==> config.mk <==
export PLATFORM = sky130hd
export DESIGN_NAME = uart_rx
export DESIGN_NICKNAME = d
export VERILOG_FILES = /design/src/rtl/uart_rx.sv
export SDC_FILE = /design/constraint.sdc
export NUM_CORES = 1
export LEC_CHECK = 0
export ABC_CLOCK_PERIOD_IN_PS = 4800
export BUFFER_PORTS_ARGS = -buffer_cell sky130_fd_sc_hd__buf_2
export CORE_UTILIZATION = 30
export DETAILED_ROUTE_END_ITERATION = 6
export PLACE_DENSITY = 0.51
export SLEW_MARGIN = 25
export SYNTH_ARGS = -nofsm -noshare
export SYNTH_HDL_FRONTEND = slang
export SYNTH_SLANG_ARGS = --single-unit
export TNS_END_PERCENT = 100
==> constraint.sdc <==
create_clock -name clk -period 4.8 [get_ports clk]
set_clock_uncertainty 0.15 [all_clocks]
set_input_delay 0.24 -clock clk [delete_from_list [all_inputs] [get_ports clk]]
set_output_delay 0.24 -clock clk [all_outputs]
set_load 0.05 [all_outputs]
==> src/rtl/uart_rx.sv <==
// 8N1 serial receiver: two-flop input synchronizer, mid-bit sampling FSM,
// one-cycle valid / frame_err strobes and a break state for held-low lines.
module uart_rx #(
  parameter int CLOCK_RATE = 1000,
  parameter int BAUD_RATE  = 100
) (
  input  logic       clk,
  input  logic       reset,
  input  logic       rx_pin,
  output logic [7:0] data,
  output logic       valid,
  output logic       frame_err,
  output logic       busy
);

  localparam int CPB   = CLOCK_RATE / BAUD_RATE;
  localparam int HALF  = CPB / 2;
  localparam int CNT_W = $clog2(CPB);
  localparam logic [CNT_W-1:0] LOAD_HALF = CNT_W'(HALF - 1);
  localparam logic [CNT_W-1:0] LOAD_BIT  = CNT_W'(CPB - 1);

  typedef enum logic [2:0] {
    S_IDLE,
    S_START,
    S_DATA,
    S_STOP,
    S_BREAK
  } state_t;

  state_t           state, state_nxt;
  logic [CNT_W-1:0] cnt, cnt_nxt;
  logic [2:0]       idx, idx_nxt;
  logic [7:0]       shreg, shreg_nxt;
  logic [7:0]       data_nxt;
  logic             valid_nxt, ferr_nxt;
  logic             rx_sync_p0, rx_sync_p1;
  logic             rxs;
  logic             expired;

  // Synchronizer stage: both flops idle high so reset never looks like a start bit
  always_ff @(posedge clk or negedge reset) begin
    if (!reset) begin
      rx_sync_p0 <= 1'b1;
      rx_sync_p1 <= 1'b1;
    end else begin
      rx_sync_p0 <= rx_pin;
      rx_sync_p1 <= rx_sync_p0;
    end
  end

  assign rxs     = rx_sync_p1;
  assign expired = (cnt == '0);
  assign busy    = (state != S_IDLE);

  always_comb begin
    state_nxt = state;
    cnt_nxt   = expired ? cnt : cnt - 1'b1;
    idx_nxt   = idx;
    shreg_nxt = shreg;
    data_nxt  = data;
    valid_nxt = 1'b0;
    ferr_nxt  = 1'b0;
    case (state)
      S_IDLE: begin
        if (!rxs) begin
          state_nxt = S_START;
          cnt_nxt   = LOAD_HALF;
        end
      end
      S_START: begin
        if (expired) begin
          if (rxs) begin
            state_nxt = S_IDLE;
          end else begin
            state_nxt = S_DATA;
            idx_nxt   = 3'd0;
            cnt_nxt   = LOAD_BIT;
          end
        end
      end
      S_DATA: begin
        if (expired) begin
          shreg_nxt[idx] = rxs;
          cnt_nxt        = LOAD_BIT;
          if (idx == 3'd7) begin
            state_nxt = S_STOP;
          end else begin
            idx_nxt = idx + 3'd1;
          end
        end
      end
      S_STOP: begin
        if (expired) begin
          if (rxs) begin
            data_nxt  = shreg;
            valid_nxt = 1'b1;
            state_nxt = S_IDLE;
          end else begin
            ferr_nxt  = 1'b1;
            state_nxt = S_BREAK;
          end
        end
      end
      S_BREAK: begin
        // A line held low must rise before another start bit is honoured
        if (rxs) begin
          state_nxt = S_IDLE;
        end
      end
      default: state_nxt = S_IDLE;
    endcase
  end

  // Control and output register stage
  always_ff @(posedge clk or negedge reset) begin
    if (!reset) begin
      state     <= S_IDLE;
      cnt       <= '0;
      idx       <= 3'd0;
      shreg     <= 8'h00;
      data      <= 8'h00;
      valid     <= 1'b0;
      frame_err <= 1'b0;
    end else begin
      state     <= state_nxt;
      cnt       <= cnt_nxt;
      idx       <= idx_nxt;
      shreg     <= shreg_nxt;
      data      <= data_nxt;
      valid     <= valid_nxt;
      frame_err <= ferr_nxt;
    end
  end

endmodule

# Word level (Yosys, flattened, before mapping)
# Cells that the tools add are included.
[word_totals]
out_inout_bits = 11
in_bits = 3
register_bits = 30
[op_classes]
n_eq_ne = 13
order_cmp = 2
mux = 29
addsub = 2
n_reduce_logical = 9
[op_table]
columns = ["op", "n"]
rows = [
  ["2-to-1 mux 3 bit", 11],
  ["2-to-1 mux 4 bit", 5],
  ["inequality test 2 bit (second input constant)", 8],
  ["one-hot mux 3 bit (5 select lines)", 1],
  ["one-hot mux 4 bit (3 select lines)", 1],
  ["bitwise mux 8 bit", 1],
  ["2-to-1 mux 1 bit", 7],
  ["equality test 3 x 2 -> 1 bit (second input constant)", 2],
  ["equality test 3 bit (second input constant)", 2],
  ["one-hot mux 3 bit (2 select lines)", 1],
  ["AND reduction 6 bit", 1],
  ["AND reduction 5 bit", 1],
  ["zero test 4 bit", 1],
  ["less-than comparator 3 x 4 -> 1 bit (second input constant)", 1],
  ["subtractor 4 x 1 -> 4 bit (second input constant)", 1],
  ["adder 3 x 1 -> 3 bit (second input constant)", 1],
  ["demux 1 bit (select 3 bit)", 1],
  ["equality test 3 x 1 -> 1 bit (second input constant)", 1],
  [">= comparator 3 x 1 -> 1 bit (second input constant)", 1],
  ["zero test 3 bit", 1],
  ["AND reduction 3 bit", 1],
  ["nonzero test 3 bit", 1],
  ["2-to-1 mux 2 bit", 1],
  ["AND reduction 2 bit", 1],
  ["other kinds (2)", 2],
]

# Depth between registers and ports, before layout
# Gate-level depths: netlist of the first run.
[depth]
word_depth = 5
mapped_depth = 8
mapped_depth_nobuf = 8

# Least setup slack after synthesis of the first run
# Ideal clock, no wire load.
[synth_path]
kind = "flip-flop to flip-flop"
start = "register cnt[0]"
end = "register cnt[0]"
n_path_buf = 0
period_less_slack_ns = 2.030
required_ns = 4.511
path_slack_ns = 2.770
setup_ns = 0.139
t_arrival_ns = 1.741
stages_incl_launch_ff = 9
cell_sequence = "dfrtp_1 -> inv_1 -> ha_1 -> nor3b_2 -> inv_1 -> ha_1 -> nand2b_1 -> mux2i_1 -> o221ai_1"
[synth_via]
elab_chain_cells = 5
word_cells_on_any_way = 8
classes_between = "add/sub (1); mux (6); reduce/logical (1)"
[synth_lines]
columns = ["item", "line", "source"]
rows = [
  ["from (decl)", "31", "logic [CNT_W-1:0] cnt, cnt_nxt;"],
  ["from (signal assigned)", "126", "cnt <= cnt_nxt;"],
  ["subtractor 4 x 1 -> 4 bit / zero test 4 bit (equally long branches)", "57, 52", ""],
  ["2-to-1 mux 4 bit", "57", "cnt_nxt = expired ? cnt : cnt - 1'b1;"],
  ["2-to-1 mux 4 bit", "72", "if (rxs) begin"],
  ["2-to-1 mux 4 bit", "71", "if (expired) begin"],
  ["one-hot mux 4 bit (3 select lines) (*)", "63", "case (state)"],
  ["via cnt_nxt[0]", "31", ""],
]
# Mark *: on every way through the listed nets, which the timed path passes. The rest lies on a longest branch.
# A chain may end at the register's enable or synchronous reset.

# Final worst setup path of the first run
# Same ends and word-level chain as after synthesis.

==> results.sh, run 1 <==
export IMPL_relSlewSlack_pct=47.73
export IMPL_holdWs_ps=206.2
export IMPL_p_leak_nw=0.7653
export IMPL_core_area_sq_um=4504
export IMPL_drive_above_1_share_pct=31.34
export IMPL_wl_per_cell_um=14.81
export IMPL_drtPass1Iterations=4
export IMPL_cp_data_arrival_time_ps=2770
export IMPL_rr_endpoint="cnt[0]$_DFF_PN0_"
export IMPL_ys_flop_type="dfrtp_1"
export IMPL_async_reset_ff_share_pct=100.0
export IMPL_hold_viol=0
export IMPL_gp_congestion=0.7426
export IMPL_h_tree_depth=2
export IMPL_path_clk_slew_ps=60
export IMPL_antennaDiodeCount=0
export IMPL_syn2layout_area_growth_pct=12.76
export IMPL_portBuffers=13
export IMPL_syn_area_sq_um=1451
export IMPL_finalWirelength_mm=2.754
export IMPL_place_inst=177
export IMPL_slew_violations=0
export IMPL_rows=24
export IMPL_ir_drop_v=0.0001893
export IMPL_setup_viol=0
export IMPL_worst_slew_pin_slew_ps=780.6
export IMPL_synth_distinct_cells=35
export IMPL_layout_cells_non_filler=186
export IMPL_cap_violations=0
export IMPL_fin_nets=141
export IMPL_cts_tree="yes"
export IMPL_cts_root_buffer="clkbuf_8"
export IMPL_hpwl_mm=1.905
export IMPL_synthCells=119
export IMPL_status="completed"
export IMPL_numCtsBuffers=5
export IMPL_path_class="reg2reg"
export IMPL_min_path_cells=0
export IMPL_endpoint_kind="flop"
export IMPL_overflow=0
export IMPL_yosys_warnings=0
export IMPL_period_needed_ps=2808
export IMPL_rsz0062_at_grt="false"
export IMPL_r2r_start="cnt[0]$_DFF_PN0_"
export IMPL_num_io_pins=14
export IMPL_post_dp_cell_area_sq_um=1538
export IMPL_synth_fp_nets=126
export IMPL_synth_edf_count=0
export IMPL_detailedPlace_worstSlack_ps=2022
export IMPL_syn_avg_cell_area_sq_um=12.20
export IMPL_cp_max_fo=14
export IMPL_die_w_um=71.56
export IMPL_cts_resized_gates=0
export IMPL_worstPathRequired_ps=4760
export IMPL_cts_sinks=30
export IMPL_r2r_cells=8
export IMPL_holdPathEnd="rx_sync_p1$_DFF_PN1_"
export IMPL_worstHoldStart="rx_sync_p0$_DFF_PN1_"
export IMPL_drc=0
export IMPL_via_per_inst=5.258
export IMPL_synth_seq_cells=30
export IMPL_ant_nets=0
export IMPL_vias=978
export IMPL_r2r_slack_ps=1990
export IMPL_antenna_found_initial=0
export IMPL_hold_path_class="reg2reg"
export IMPL_start_util_pct=32.22
export IMPL_cp_start_kind="flop"
export IMPL_clock_fmax_mhz=356.2
export IMPL_period_share_pct=58.49
export IMPL_drtIter0Drc=45
export IMPL_tns_ps=0
export IMPL_clock_latency_ps=270
export IMPL_die_y_um=71.56
export IMPL_finish_instance_area_sq_um=1637
export IMPL_grt_max_degree=31
export IMPL_fin_ws_ps=1992
export IMPL_grt_pass1_vias=986
export IMPL_dieArea_sq_um=5120
export IMPL_grt_pass1_wl_mm=4.809
export IMPL_grt_usage_pct=12.62
export IMPL_ys_seq_area_share_pct=51.90
export IMPL_cts_max_path_buffers=2
export IMPL_powerDensity_nw_per_um2=485.3
layout by cell type (no fill, tap or decap), types with 2 or more instances in the layout:
master,n
mux2i_1,2
buf_2,13
nor3b_1,2
clkinv_2,2
nor2_1,7
o221ai_1,2
clkbuf_8,5
o21ai_0,4
nand3_1,4
dfstp_2,2
a21oi_1,4
dlygate4sd3_1,2
nand2b_1,2
dfrtp_1,28
or3_1,2
nand4b_1,4
nor2b_1,2
inv_1,6
nand2_1,2
ha_1,4
nand4_1,2
a22o_1,2
nor4b_4,2
and2_1,2
mux2_2,16
metrics by stage:
stage               total power [mW]  utilization [%]
floorplan                     0.5533                -
finish                        0.7943            36.33
global route                  0.8467            36.33
global placement              0.5863            34.14
detailed placement            0.6102            34.14
CTS                           0.8009            36.33
flip-flops by register name, indices dropped and copies added (netlist names):
name,count
rx_sync_p0,1
cnt,4
idx,3
frame_err,1
rx_sync_p1,1
shreg,8
valid,1
state,3
data,8
timing repair:
action | in CTS | in global routing
endpoints found under the setup margin | 0 | 0
setup buffers | 0 | 0
hold buffers | 2 | 0
hold endpoints to repair | 29 | 0
synth_stat cells, types with 3 or more instances:
cell,number,area share (%)
dfrtp_1,28,48
mux2_2,16,12
nor2_1,7,1.8
inv_1,6,1.6
a21oi_1,4,1.4
ha_1,4,3.4
nand3_1,4,1.4
nand4b_1,4,2.4
o21ai_0,4,1.4
clkbuf_1,3,0.78
area by class of cell:
class / count / area [sq um]
Clock buffer: 5 / 68.82
Clock inverter: 2 / 10.01
Fill cell: 466 / 2868
Inverter: 6 / 22.52
Multi-Input combinational cell: 76 / 631.9
Sequential cell: 30 / 753.2
Tap cell: 52 / 65.06
Timing Repair Buffer: 15 / 85.08
power breakdown:
part	total (mW)	switching, mW	internal, mW
combinational	0.253	0.144	0.109
sequential	0.356	0.0645	0.291
clock	0.186	0.0892	0.0969
critical path, stage by stage, from the launching register on:
cell and delay [ps]:
dfrtp_1 400, inv_1 90, ha_1 230, nor3b_2 680
inv_1 200, ha_1 360, nand2b_1 160, mux2i_1 180
o221ai_1 190
routing by layer:
layer / vias up / track usage, % / routed length [um]
li1: 464 / - / -
met4: 0 / 6.536 / 73
met1: 483 / 16.32 / 1338
met5: - / 0 / 0
met2: 21 / 19.47 / 1243
met3: 10 / 3.376 / 99
how the worst max path moves through the flow:
stage                                start          endpoint  slack (ps)  cells past startpoint
after floorplan           cnt[0]$_DFF_PN0_  cnt[0]$_DFF_PN0_        2770                      8
after global placement    cnt[0]$_DFF_PN0_  cnt[0]$_DFF_PN0_        2290                      8
after detailed placement  cnt[0]$_DFF_PN0_  cnt[0]$_DFF_PN0_        2020                      8
after CTS                 cnt[0]$_DFF_PN0_  cnt[0]$_DFF_PN0_        2030                      8
after global routing      cnt[0]$_DFF_PN0_  cnt[0]$_DFF_PN0_        1840                      8
final                     cnt[0]$_DFF_PN0_  cnt[0]$_DFF_PN0_        1990                      8
logic make-up after synthesis:
logic type	count (synthesis)	share of synthesized area [%]
simple gates	35	17.24
fa+ha+maj	4	3.448
flops	30	51.90
buf+inv	13	4.569
compound gates	19	9.053
mux	18	13.79
Power figures use the tool's default switching activity.
==> run 2: changes to the inputs <==
--- a/config.mk
+++ b/config.mk
@@ -5,11 +5,12 @@
 export SDC_FILE = /design/constraint.sdc
 export NUM_CORES = 1
 export LEC_CHECK = 0
-export ABC_CLOCK_PERIOD_IN_PS = 4800
+export ABC_AREA = 1
+export ABC_CLOCK_PERIOD_IN_PS = 2300
 export BUFFER_PORTS_ARGS = -buffer_cell sky130_fd_sc_hd__buf_2
 export CORE_UTILIZATION = 30
 export DETAILED_ROUTE_END_ITERATION = 6
-export PLACE_DENSITY = 0.51
+export PLACE_DENSITY = 0.52
 export SLEW_MARGIN = 25
 export SYNTH_ARGS = -nofsm -noshare
 export SYNTH_HDL_FRONTEND = slang
==> constraint.sdc (replaced) <==
create_clock -name clk -period 2.3 [get_ports clk]
set_clock_uncertainty 0.15 [all_clocks]
set_input_delay 0.115 -clock clk [delete_from_list [all_inputs] [get_ports clk]]
set_output_delay 0.115 -clock clk [all_outputs]
set_load 0.05 [all_outputs]
==> results.sh, run 2 <==
export IMPL_path_class="reg2reg"
export IMPL_synth_most_common_cell="nand2_1"
export IMPL_syn_area_sq_um=1585
export IMPL_synthCells=188
export IMPL_grt_pass1_vias=1144
export IMPL_hpwl_mm=2.119
export IMPL_grt_pass1_wl_mm=5.457
export IMPL_drtPass1Iterations=4
export IMPL_die_w_um=74.69
export IMPL_worstPathRequired_ps=2310
export IMPL_cp_start_kind="flop"
export IMPL_fin_nets=213
export IMPL_top_regs="data: 8 flops, shreg: 8 flops, cnt: 4 flops"
export IMPL_num_io_pins=14
export IMPL_worst_slew_pin_slew_ps=707.8
export IMPL_path_clk_slew_ps=70
export IMPL_cts_sinks=30
export IMPL_post_cts_buffers=0
export IMPL_ys_seq_area_share_pct=47.51
export IMPL_cts_max_path_buffers=2
export IMPL_gp_congestion=0.8311
export IMPL_detailedPlace_worstSlack_ps=417.3
export IMPL_core_area_sq_um=5107
export IMPL_synth_top_area_share_pct=44.20
export IMPL_vias=1217
export IMPL_rsz0062_at_grt="false"
export IMPL_period_needed_ps=1903
export IMPL_drtIter0Drc=54
export IMPL_tns_ps=0
export IMPL_yosys_warnings=0
export IMPL_ctsHoldBuffers=2
export IMPL_layout_common_cells="58 x nand2_1, 28 x dfrtp_1, 19 x nand3_1"
export IMPL_synth_seq_cells=30
export IMPL_rows=26
export IMPL_numCtsBuffers=5
export IMPL_drive_above_1_share_pct=19.81
export IMPL_clock_latency_ps=280
export IMPL_hold_viol=0
export IMPL_wl_per_cell_um=11.21
export IMPL_synth_compound_area_share_pct=8.208
export IMPL_cp_max_fo=11
export IMPL_synth_top_family_by_area="simple AND/OR/NAND/NOR gates"
export IMPL_cts_tree="yes"
export IMPL_mostFrequentLayoutCell="nand2_1"
export IMPL_portBuffers=13
export IMPL_dieArea_sq_um=5579
export IMPL_synth_area_top_cells="dfrtp_1 44%, nand2_1 14%, nand3_1 6.0%, o21ai_0 3.8%, nor2_1 3.8%"
export IMPL_grt_max_degree=31
export IMPL_ys_flop_type="dfrtp_1"
export IMPL_relSlewSlack_pct=52.81
export IMPL_syn_avg_cell_area_sq_um=8.432
export IMPL_cp_data_arrival_time_ps=1910
export IMPL_async_reset_ff_share_pct=100.0
export IMPL_powerDensity_nw_per_um2=1114
export IMPL_ir_drop_v=0.0003231
export IMPL_start_util_pct=31.04
export IMPL_synthSimpleGateAreaFrac_pct=34.96
export IMPL_ant_nets=0
export IMPL_endpoint_kind="flop"
export IMPL_finalWirelength_mm=3.104
export IMPL_via_per_inst=4.394
export IMPL_cts_resized_gates=0
export IMPL_synth_edf_count=0
export IMPL_hold_path_class="reg2reg"
export IMPL_yosysTopAreaCell="dfrtp_1"
export IMPL_synthMuxAreaShare_pct=0
export IMPL_antenna_found_initial=0
export IMPL_cts_root_buffer="clkbuf_8"
export IMPL_nFillCells=538
export IMPL_period_share_pct=82.75
export IMPL_fin_ws_ps=396.7
export IMPL_slew_violations=0
export IMPL_cap_violations=0
export IMPL_synth_commonest_cells="58 x nand2_1, 28 x dfrtp_1, 19 x nand3_1"
export IMPL_overflow=0
export IMPL_status="completed"
export IMPL_grt_usage_pct=13.42
export IMPL_synth_adder_area_share_pct=3.157
export IMPL_syn2layout_area_growth_pct=14.68
export IMPL_p_total_mw=2.025
export IMPL_synth_fp_nets=195
export IMPL_drc=0
export IMPL_h_tree_depth=2
export IMPL_clock_fmax_mhz=525.4
export IMPL_die_y_um=74.69
export IMPL_synth_xor_area_share_pct=0
export IMPL_p_leak_nw=0.9876
export IMPL_holdWs_ps=207.2
export IMPL_antennaDiodeCount=0
export IMPL_setup_viol=0
export IMPL_synth_distinct_cells=23
## run 2: cell types whose count changed after synthesis, moves of 3 or more
cell	previous run	this run
mux2_2	16	0
nor2_1	7	16
o21ai_1	0	11
clkbuf_1	3	0
nor2_4	0	3
nand2_1	2	58
o21ai_0	4	12
nand4b_1	4	0
inv_1	6	13
nand3_1	4	19
nand2_2	0	4
## run 2: area by class of cell
cell class	count	area (sq um)	share of cell area, %
flip-flops and latches	30	753.2	41.43
multi-input cells	139	734.5	40.40
well taps	70	87.58	4.818
repair buffers	15	85.08	4.680
clock buffers	6	82.58	4.542
inverters	15	62.56	3.441
clock inverters	2	12.51	0.6882
## run 2: metal layers
metal	vias up	part of all wire (%)	global-route usage [%]
li1	639	-	-
met1	551	51	17.52
met2	19	43	19.52
met3	8	3.1	3.882
met4	0	2.3	8.386
met5	-	0	0
## run 2: kinds of logic after synthesis
| logic type | count (synthesis) |
|---|---|
| and+or+nand+nor | 109 |
| DFF | 30 |
| buffers and inverters | 19 |
| AOI/OAI and AO/OA | 26 |
| adders and majority gates | 4 |
## run 2: final timing paths
kind | slack, ps | cells past startpoint | start | endpoint
setup / recovery | 400 | 6 | cnt[0]$_DFF_PN0_ | cnt[0]$_DFF_PN0_
hold reg to reg | 210 | 0 | rx_sync_p0$_DFF_PN1_ | rx_sync_p1$_DFF_PN1_
setup reg to reg | 400 | 6 | cnt[0]$_DFF_PN0_ | cnt[0]$_DFF_PN0_
hold / removal | 210 | 0 | rx_sync_p0$_DFF_PN1_ | rx_sync_p1$_DFF_PN1_
min in group asynchronous | 270 | 2 | reset | cnt[2]$_DFF_PN0_
max in group asynchronous | 1280 | 2 | reset | data[4]$_DFFE_PN0P_
## run 2: power breakdown
part / internal, mW / switching (mW) / leakage (nW)
registers: 0.620 / 0.110 / 0.400
clock network: 0.240 / 0.211 / 0.0472
logic: 0.269 / 0.576 / 0.540
## run 2: through the flow
stage                     utilization [%]  cell area (sq um)  std cells
after floorplan                         -               1585        188
after global placement              33.34               1703        267
after global routing                35.60               1818        277
after detailed placement            33.34               1703        267
after CTS                           35.60               1818        277
final                               35.60               1818        277
## run 2: critical path, cell delays in order, from the launching register on
cell     delay (ps)
dfrtp_1         400
inv_1           100
ha_1            260
nand2_2         250
ha_1            370
o21ai_0         170
nand3_1          90
==> run 3: changes to the inputs <==
--- a/config.mk
+++ b/config.mk
@@ -6,7 +6,7 @@
 export NUM_CORES = 1
 export LEC_CHECK = 0
 export ABC_AREA = 1
-export ABC_CLOCK_PERIOD_IN_PS = 2300
+export ABC_CLOCK_PERIOD_IN_PS = 1690
 export BUFFER_PORTS_ARGS = -buffer_cell sky130_fd_sc_hd__buf_2
 export CORE_UTILIZATION = 30
 export DETAILED_ROUTE_END_ITERATION = 6
==> constraint.sdc (replaced) <==
create_clock -name clk -period 1.69 [get_ports clk]
set_clock_uncertainty 0.15 [all_clocks]
set_input_delay 0.0845 -clock clk [delete_from_list [all_inputs] [get_ports clk]]
set_output_delay 0.0845 -clock clk [all_outputs]
set_load 0.05 [all_outputs]
==> results.sh, run 3 (synthesized netlist as in run 2, its figures left out) <==
export IMPL_hold_path_class="reg2reg"
export IMPL_numCtsBuffers=5
export IMPL_rsz0062_at_grt="false"
export IMPL_h_tree_depth=2
export IMPL_ir_drop_v=0.0007281
export IMPL_fin_nets=220
export IMPL_p_total_mw=2.878
export IMPL_cp_max_fo=5
export IMPL_tns_ps=0
export IMPL_crit_family="adder cells"
export IMPL_core_area_sq_um=5107
export IMPL_p_leak_nw=1.027
export IMPL_top_regs="data: 8 flops, shreg: 8 flops, cnt: 4 flops"
export IMPL_relSlewSlack_pct=54.58
export IMPL_cp_num_buf_inv=1
export IMPL_clock_latency_ps=280
export IMPL_grt_usage_pct=13.51
export IMPL_cts_max_path_buffers=2
export IMPL_cts_sinks=30
export IMPL_hpwl_mm=2.231
export IMPL_path_clk_slew_ps=70
export IMPL_cp_start_kind="flop"
export IMPL_wl_per_cell_um=10.88
export IMPL_finalWirelength_mm=3.089
export IMPL_cap_violations=0
export IMPL_cp_data_arrival_time_ps=1550
export IMPL_cts_root_buffer="clkbuf_8"
export IMPL_start_util_pct=31.04
export IMPL_drtIter0Drc=51
export IMPL_powerDensity_nw_per_um2=1516
export IMPL_post_cts_buffers=0
export IMPL_portBuffers=13
export IMPL_setup_viol=0
export IMPL_mostFrequentLayoutCell="nand2_1"
export IMPL_ant_nets=0
export IMPL_final_util_pct=37.16
export IMPL_vias=1215
export IMPL_worst_slew_pin_slew_ps=681.3
export IMPL_overflow=0
export IMPL_crit_slowest_cell="dfrtp_1"
export IMPL_slew_violations=0
export IMPL_path_class="reg2reg"
export IMPL_num_io_pins=14
export IMPL_status="completed"
export IMPL_worstPathCellList="inv_1 > ha_4 > nand2_2 > ha_1 > o21ai_0 > nand3_1"
export IMPL_gp_congestion=0.8103
export IMPL_antennaDiodeCount=0
export IMPL_antenna_found_initial=0
export IMPL_dieArea_sq_um=5579
export IMPL_via_per_inst=4.278
export IMPL_hold_viol=0
export IMPL_syn2layout_area_growth_pct=19.73
export IMPL_die_y_um=74.69
export IMPL_max_stage_delay_ps=400
export IMPL_layout_common_cells="58 x nand2_1, 28 x dfrtp_1, 19 x nand3_1"
export IMPL_period_needed_ps=1539
export IMPL_endpoint_kind="flop"
export IMPL_clock_fmax_mhz=649.8
export IMPL_grt_max_degree=31
export IMPL_drc=0
export IMPL_nFillCells=542
export IMPL_worstPathRequired_ps=1700
export IMPL_rows=26
export IMPL_drive_above_1_share_pct=23.83
export IMPL_grt_pass1_vias=1198
export IMPL_grt_pass1_wl_mm=5.451
export IMPL_drtPass1Iterations=4
export IMPL_cts_tree="yes"
export IMPL_period_share_pct=91.06
export IMPL_die_w_um=74.69
-- run 3: cell types whose count changed in the layout (fill, tap and decap cells not counted), sizes merged --
cell | before | now
buf | 13 | 20
-- run 3: worst paths after layout --
path                       depth (start not counted)                   end                 start  slack, ps
setup / recovery                                   6      cnt[0]$_DFF_PN0_      cnt[1]$_DFF_PN0_        150
hold / removal                                     0  rx_sync_p1$_DFF_PN1_  rx_sync_p0$_DFF_PN1_        210
setup reg to reg                                   6      cnt[0]$_DFF_PN0_      cnt[1]$_DFF_PN0_        150
hold reg to reg                                    0  rx_sync_p1$_DFF_PN1_  rx_sync_p0$_DFF_PN1_        210
max in group asynchronous                          2  shreg[1]$_DFFE_PN0P_                 reset        720
min in group asynchronous                          2  state[0]$_DFFE_PN0P_                 reset        230
-- run 3: stage by stage --
step	worst slack, ps	instances	hold slack [ps]	area (sq um)
floorplan	18.34	188	-361.1	1598
global placement	124.0	274	28.21	1780
detailed placement	121.4	274	23.34	1780
CTS	110.4	284	208.1	1896
global route	21.92	284	211.2	1898
finish	151.2	284	207.8	1898
-- run 3: cell type report --
cell class	count	area, sq um	share of cell area [%]
Multi-Input combinational cell	139	749.5	39.49
Timing Repair Buffer	22	150.1	7.910
Clock buffer	6	82.58	4.351
Clock inverter	2	12.51	0.6592
Inverter	15	62.56	3.296
Tap cell	70	87.58	4.614
Sequential cell	30	753.2	39.68
-- run 3: layer usage --
metal	up-vias	routed length (um)	track usage, %
met2	20	1363	20.92
met1	533	1562	17.62
met4	0	55	5.660
met3	6	106	4.016
met5	-	0	0
li1	656	-	-
-- run 3: power breakdown --
group          switching (mW)  internal, mW
clock                   0.287         0.327
sequential              0.124         0.844
combinational           0.827         0.469
-- run 3: what timing repair did --
item | in CTS | in global routing
hold buffers | 2 | 0
endpoints found under the hold margin | 29 | 0
resized for setup | 0 | 2
setup endpoints to repair | 0 | 8
-- run 3: worst register-to-register path: cells and delay by family, from the launching register on --
kind | cells | cell delay (ps)
buffers and inverters | 1 | 100
AO/OA/AOI/OAI | 1 | 160
adder cells (fa/ha/maj) | 2 | 450
AND/OR/NAND/NOR | 2 | 170
flip-flops | 1 | 400
